===== src/rtl/game_master_multi_fsm.sv =====
// Round controller for the multi-target torpedo game: sequences target/torpedo
// sprites, tracks kills and shots, and hands off to the end-of-game timer.
module game_master_multi_fsm #(
  parameter int N_TARGETS = 4,
  parameter int N_SHOTS   = 3,
  parameter int SCORE_W   = 8,
  localparam int SHOT_W   = $clog2(N_SHOTS + 1)
) (
  input  logic                 clk,
  input  logic                 reset,
  input  logic                 key,
  output logic [N_TARGETS-1:0] sprite_target_write_xy,
  output logic [N_TARGETS-1:0] sprite_target_write_dxy,
  output logic [N_TARGETS-1:0] sprite_target_enable_update,
  output logic                 sprite_torpedo_write_xy,
  output logic                 sprite_torpedo_write_dxy,
  output logic                 sprite_torpedo_enable_update,
  input  logic [N_TARGETS-1:0] sprite_target_within_screen,
  input  logic                 sprite_torpedo_within_screen,
  input  logic [N_TARGETS-1:0] collision,
  output logic                 end_of_game_timer_start,
  input  logic                 end_of_game_timer_running,
  output logic                 game_won,
  output logic [N_TARGETS-1:0] alive,
  output logic [SHOT_W-1:0]    shots_left,
  output logic [SCORE_W-1:0]   score
);

  typedef enum logic [2:0] {
    ST_START  = 3'd0,
    ST_AIM    = 3'd1,
    ST_SHOOT  = 3'd2,
    ST_RELOAD = 3'd3,
    ST_END    = 3'd4
  } state_t;

  localparam logic [SCORE_W-1:0] SCORE_MAX = {SCORE_W{1'b1}};

  function automatic logic [4:0] popcount(input logic [N_TARGETS-1:0] v);
    logic [4:0] c;
    c = 5'd0;
    for (int i = 0; i < N_TARGETS; i++) c = c + {4'd0, v[i]};
    return c;
  endfunction

  state_t                 state, state_next;
  logic                   end_guard, end_guard_next;
  logic [N_TARGETS-1:0]   tgt_xy_next, tgt_dxy_next, tgt_en_next, alive_next;
  logic                   trp_xy_next, trp_dxy_next, trp_en_next;
  logic                   timer_start_next, won_next;
  logic [SHOT_W-1:0]      shots_next;
  logic [SCORE_W-1:0]     score_next;
  logic [SCORE_W+4:0]     score_sum;
  logic [N_TARGETS-1:0]   hit;
  logic                   escape, go_end, go_won;

  assign escape    = |(alive & ~sprite_target_within_screen);
  assign hit       = collision & alive;
  assign score_sum = {5'd0, score} + {{SCORE_W{1'b0}}, popcount(hit)};

  // Next-state and next-output computation; every output is registered below.
  always_comb begin
    state_next       = state;
    end_guard_next   = 1'b0;
    alive_next       = alive;
    shots_next       = shots_left;
    score_next       = score;
    won_next         = game_won;
    tgt_xy_next      = '0;
    tgt_dxy_next     = '0;
    trp_xy_next      = 1'b0;
    trp_dxy_next     = 1'b0;
    timer_start_next = 1'b0;
    go_end           = 1'b0;
    go_won           = 1'b0;
    case (state)
      ST_START: begin
        tgt_xy_next  = '1;
        tgt_dxy_next = '1;
        trp_xy_next  = 1'b1;
        alive_next   = '1;
        shots_next   = SHOT_W'(N_SHOTS);
        won_next     = 1'b0;
        state_next   = ST_AIM;
      end
      ST_AIM: begin
        if (escape) begin
          go_end = 1'b1;
        end else if (key && (shots_left != '0)) begin
          trp_dxy_next = 1'b1;
          shots_next   = shots_left - SHOT_W'(1);
          state_next   = ST_SHOOT;
        end else begin
          state_next = ST_AIM;
        end
      end
      ST_SHOOT: begin
        if (hit != '0) begin
          alive_next = alive & ~collision;
          score_next = (score_sum > {5'd0, SCORE_MAX}) ? SCORE_MAX : score_sum[SCORE_W-1:0];
        end else begin
          alive_next = alive;
        end
        // Kills recorded this cycle still count even if a target escapes.
        if (escape) begin
          go_end = 1'b1;
        end else if ((hit != '0) || !sprite_torpedo_within_screen) begin
          state_next = ST_RELOAD;
        end else begin
          state_next = ST_SHOOT;
        end
      end
      ST_RELOAD: begin
        trp_xy_next = 1'b1;
        if (alive == '0) begin
          go_end = 1'b1;
          go_won = 1'b1;
        end else if (shots_left == '0) begin
          go_end = 1'b1;
        end else begin
          state_next = ST_AIM;
        end
      end
      ST_END: begin
        if (!end_guard && !end_of_game_timer_running) state_next = ST_START;
        else state_next = ST_END;
      end
      default: state_next = ST_START;
    endcase
    if (go_end) begin
      state_next       = ST_END;
      timer_start_next = 1'b1;
      won_next         = go_won;
      end_guard_next   = 1'b1;
    end else begin
      won_next = won_next;
    end
    if ((state_next == ST_AIM) || (state_next == ST_SHOOT) || (state_next == ST_RELOAD))
      tgt_en_next = alive_next;
    else
      tgt_en_next = '0;
    trp_en_next = (state_next == ST_SHOOT);
  end

  // State and registered-output update.
  always_ff @(posedge clk or posedge reset) begin
    if (reset) begin
      state                        <= ST_START;
      end_guard                    <= 1'b0;
      sprite_target_write_xy       <= '0;
      sprite_target_write_dxy      <= '0;
      sprite_target_enable_update  <= '0;
      sprite_torpedo_write_xy      <= 1'b0;
      sprite_torpedo_write_dxy     <= 1'b0;
      sprite_torpedo_enable_update <= 1'b0;
      end_of_game_timer_start      <= 1'b0;
      game_won                     <= 1'b0;
      alive                        <= '0;
      shots_left                   <= '0;
      score                        <= '0;
    end else begin
      state                        <= state_next;
      end_guard                    <= end_guard_next;
      sprite_target_write_xy       <= tgt_xy_next;
      sprite_target_write_dxy      <= tgt_dxy_next;
      sprite_target_enable_update  <= tgt_en_next;
      sprite_torpedo_write_xy      <= trp_xy_next;
      sprite_torpedo_write_dxy     <= trp_dxy_next;
      sprite_torpedo_enable_update <= trp_en_next;
      end_of_game_timer_start      <= timer_start_next;
      game_won                     <= won_next;
      alive                        <= alive_next;
      shots_left                   <= shots_next;
      score                        <= score_next;
    end
  end

endmodule


===== config.mk =====
export PLATFORM = sky130hd
export DESIGN_NAME = game_master_multi_fsm
export DESIGN_NICKNAME = d
export VERILOG_FILES = /design/src/rtl/game_master_multi_fsm.sv
export SDC_FILE = /design/constraint.sdc
export NUM_CORES = 1
export LEC_CHECK = 0
export ABC_AREA = 0
export BUFFER_PORTS_ARGS = -buffer_cell sky130_fd_sc_hd__buf_2
export CORE_AREA = 8 8 63 65
export DETAILED_ROUTE_END_ITERATION = 8
export DIE_AREA = 0 0 71 73
export GPL_ROUTABILITY_DRIVEN = 0
export GPL_TIMING_DRIVEN = 0
export PLACE_DENSITY = 0.75
export SLEW_MARGIN = 30
export SYNTH_ARGS = -nofsm -noshare
export SYNTH_HDL_FRONTEND = slang
export SYNTH_SLANG_ARGS = --single-unit

===== constraint.sdc =====
create_clock -name clk -period 3.25 [get_ports clk]
set_clock_uncertainty 0.05 [all_clocks]
set_input_delay 0.8125 -clock clk [delete_from_list [all_inputs] [get_ports clk]]
set_output_delay 0.8125 -clock clk [all_outputs]
set_load 0.01 [all_outputs]

==> run_results.csv <==
group,metric,value,unit
synthesis,ys_seq_area_share,47.54,%
setup_path,startpoint,"collision[0]",
hold_path,hp-class,"flip-flop to flip-flop",
setup_path,reg2reg_slack,0.38,ns
setup_path,r2r_cells,11,
clock_tree,clk_path_buf_depth,2,
finish,drive_gt1_share,34.22,%
die,io_pins,44,
clock_tree,clock-sinks,27,
detailed_routing,ant_nets,0,
synthesis,yosys-top-cells-area,"dfrtp_1, fa_1, buf_4",
synthesis,ys_types,43,
pwr,pwr_density_cell,762.0,mW/mm²
placement,dp_hpwl,2554,µm
status,status,"complete, no violations",
clock_tree,cts_max_level,1,
timing,setup_viol,0,
synthesis,synthCells,140,
setup_path,r2r-end,"score[5]$_DFFE_PP0P_",
die,coreArea,0.002953,mm²
setup_path,r2r_start,"alive[0]$_DFF_PP0_",
hold_path,min_to,"game_won$_DFFE_PP0P_",
global_route,grt_antenna_before_repair,0,
synthesis,ys_warn_count,0,
clock_tree,clock_latency,0.32,ns
synthesis,synth_common_cells,"dfrtp_1, nand2_1, buf_4, inv_1",
detailed_routing,vias_per_cell,5.359,
detailed_routing,dr.pass1.iters,4,
placement,dpl-instance-area,0.001678,mm²
synthesis,netlist.area_leader.share,47.54,%
timing,tightest_slew,0.6462,ns
finish,fin_area,0.001704,mm²
timing,hold_viol,0,
global_route,grt_max_degree,28,
die,die_y,73,µm
clock_tree,postCtsSetupBuffers,0,
die,rows,20,
setup_path,arrival,3.19,ns
clock_tree,cts_inserted_buffers,3,
synthesis,avgSynthCellArea,10.15,µm²
global_route,grt_usage,13.25,%
timing,max_freq,335.6,MHz
pwr,fin_total_pwr,0.001298,W
synthesis,ys_async_sr_fraction,100.0,%
timing,rsz0062_at_grt,"false",
timing,post-route-period-util,91.69,%
setup_path,path_max_fanout,6,
placement,portBuffers,43,
timing,tns,0,ns
detailed_routing,wl_per_cell,14.40,µm
clock_tree,clk_pin_slew,0.13,ns
synthesis,ys_ff_latch,27,
global_route,overflow,0,
synthesis,synth-main-ff-cell,"dfrtp_1",
synthesis,yosys.area.top_type,"dfrtp_1",
die,initial_utilization,48.14,%
hold_path,min_path_cells,2,
synthesis,synth_edf_count,0,
clock_tree,cts_tree,"yes",
finish,area_growth,19.89,%
pwr,p_leak,0.8584,nW
detailed_routing,drtIter0Drc,34,
die,dieArea,0.005183,mm²
clock_tree,ctsRootBufferMaster,"clkbuf_4",
timing,fin_ws,0.2700,ns
synthesis,synthesis.area,0.001421,mm²
flow_run,cap_violations,0,
detailed_routing,totalWireLength,3168,µm
timing,max_slew_margin,56.66,%
global_route,grt_pass1_wl,5651,µm
detailed_routing,num_vias,1179,
setup_path,worstSetupEndpointType,"flip-flop",
finish,fin_nets,206,
global_route,first_global_vias,1232,
synthesis,synth_nets,158,
timing,slew_violations,0,
setup_path,critPathKind,"input port to flip-flop",
placement,pre_cts_ws,-0.03325,ns
synthesis,yosysMostFrequentCell,"dfrtp_1",
hold_path,worstHoldStart,"game_won$_DFFE_PP0P_",
finish,antenna_cells,0,
setup_path,crit_path_start_kind,"input port",
detailed_routing,drc,0,
timing,min_period,2.980,ns
die,die_w,71,µm
clock_tree,post_cts_resized,0,
clock_tree,postCtsHoldBufs,0,
pwr,ir_drop,0.3432,mV
setup_path,cp_data_required_time,3.46,ns
==> worst max path at each step <==
| stage | end | cells past startpoint |
|---|---|---|
| floorplan | score[5]$_DFFE_PP0P_ | 11 |
| global placement | score[5]$_DFFE_PP0P_ | 12 |
| detailed placement | score[5]$_DFFE_PP0P_ | 12 |
| CTS | score[5]$_DFFE_PP0P_ | 12 |
| global route | score[5]$_DFFE_PP0P_ | 12 |
| finish | score[5]$_DFFE_PP0P_ | 12 |
==> sequential cells by signal, summed over array words and instances (netlist names) <==
register	count
alive	4
end_guard	1
sprite_torpedo_write_dxy	1
score	8
sprite_target_enable_update	4
sprite_torpedo_write_xy	1
state	3
shots_left	2
game_won	1
sprite_target_write_dxy	1
sprite_torpedo_enable_update	1
==> per-layer routing <==
metal  global-route usage [%]  part of all wire, %  up-vias
met3                    3.984                  6.2        4
li1                         -                    -      579
met2                    21.83                   47       39
met5                        0                    0        -
met1                    15.59                   46      557
met4                    5.774                  1.1        0
==> power by group <==
part / switching, W / internal, W
Clock: 0.0000910 / 0.0000479
Combinational: 0.000344 / 0.000301
Sequential: 0.0000853 / 0.000429
==> stage by stage <==
stage | instances | utilization [%] | hold WS [ns]
after global placement | 216 | 56.82 | 0.4379
after CTS | 220 | 57.71 | 0.4749
after detailed placement | 216 | 56.82 | 0.4450
final | 220 | 57.71 | 0.4625
after global routing | 220 | 57.71 | 0.5030
after floorplan | 140 | - | 0.4858
==> cell families after synthesis <==
group	Yosys count	share of synthesized area, %
fa+ha+maj	5	5.986
mux	1	0.7043
buf+inv	19	7.306
simple gates	55	20.69
xor+xnor	2	1.233
compound gates	31	16.55
flops	27	47.54
==> layout by cell type (no fill, tap or decap), types with 3 or more instances in the layout <==
master / netlist / final
a211oi_1: 3 / 3
a21o_1: 3 / 3
a31oi_1: 4 / 4
buf_2: 2 / 45
buf_4: 8 / 8
clkbuf_4: 0 / 3
dfrtp_1: 27 / 27
fa_1: 3 / 3
inv_1: 8 / 7
nand2_1: 15 / 15
nand2b_1: 3 / 3
nand3_1: 5 / 5
nand4_1: 4 / 4
nor2_1: 6 / 6
nor2b_1: 6 / 6
nor3_1: 3 / 3
o21a_1: 3 / 3
o21ai_0: 3 / 3
==> cell type report <==
cell class | instances | area (µm²)
Buffer | 11 | 73.82
Clock buffer | 4 | 26.28
Fill cell | 266 | 1249
Inverter | 8 | 30.03
Multi-Input combinational cell | 94 | 641.9
Sequential cell | 27 | 675.6
Tap cell | 33 | 41.29
Timing Repair Buffer | 43 | 215.2
==> worst max-delay path, cell delays in order <==
cell	delay [ns]
buf_2	0.11
and2_1	0.14
fa_1	0.50
inv_1	0.05
fa_1	0.39
inv_1	0.08
fa_1	0.25
nand3_1	0.09
or4_1	0.38
buf_2	0.17
nand3_1	0.09
o21a_1	0.11
No activity file was read; power rests on OpenSTA's default activity.
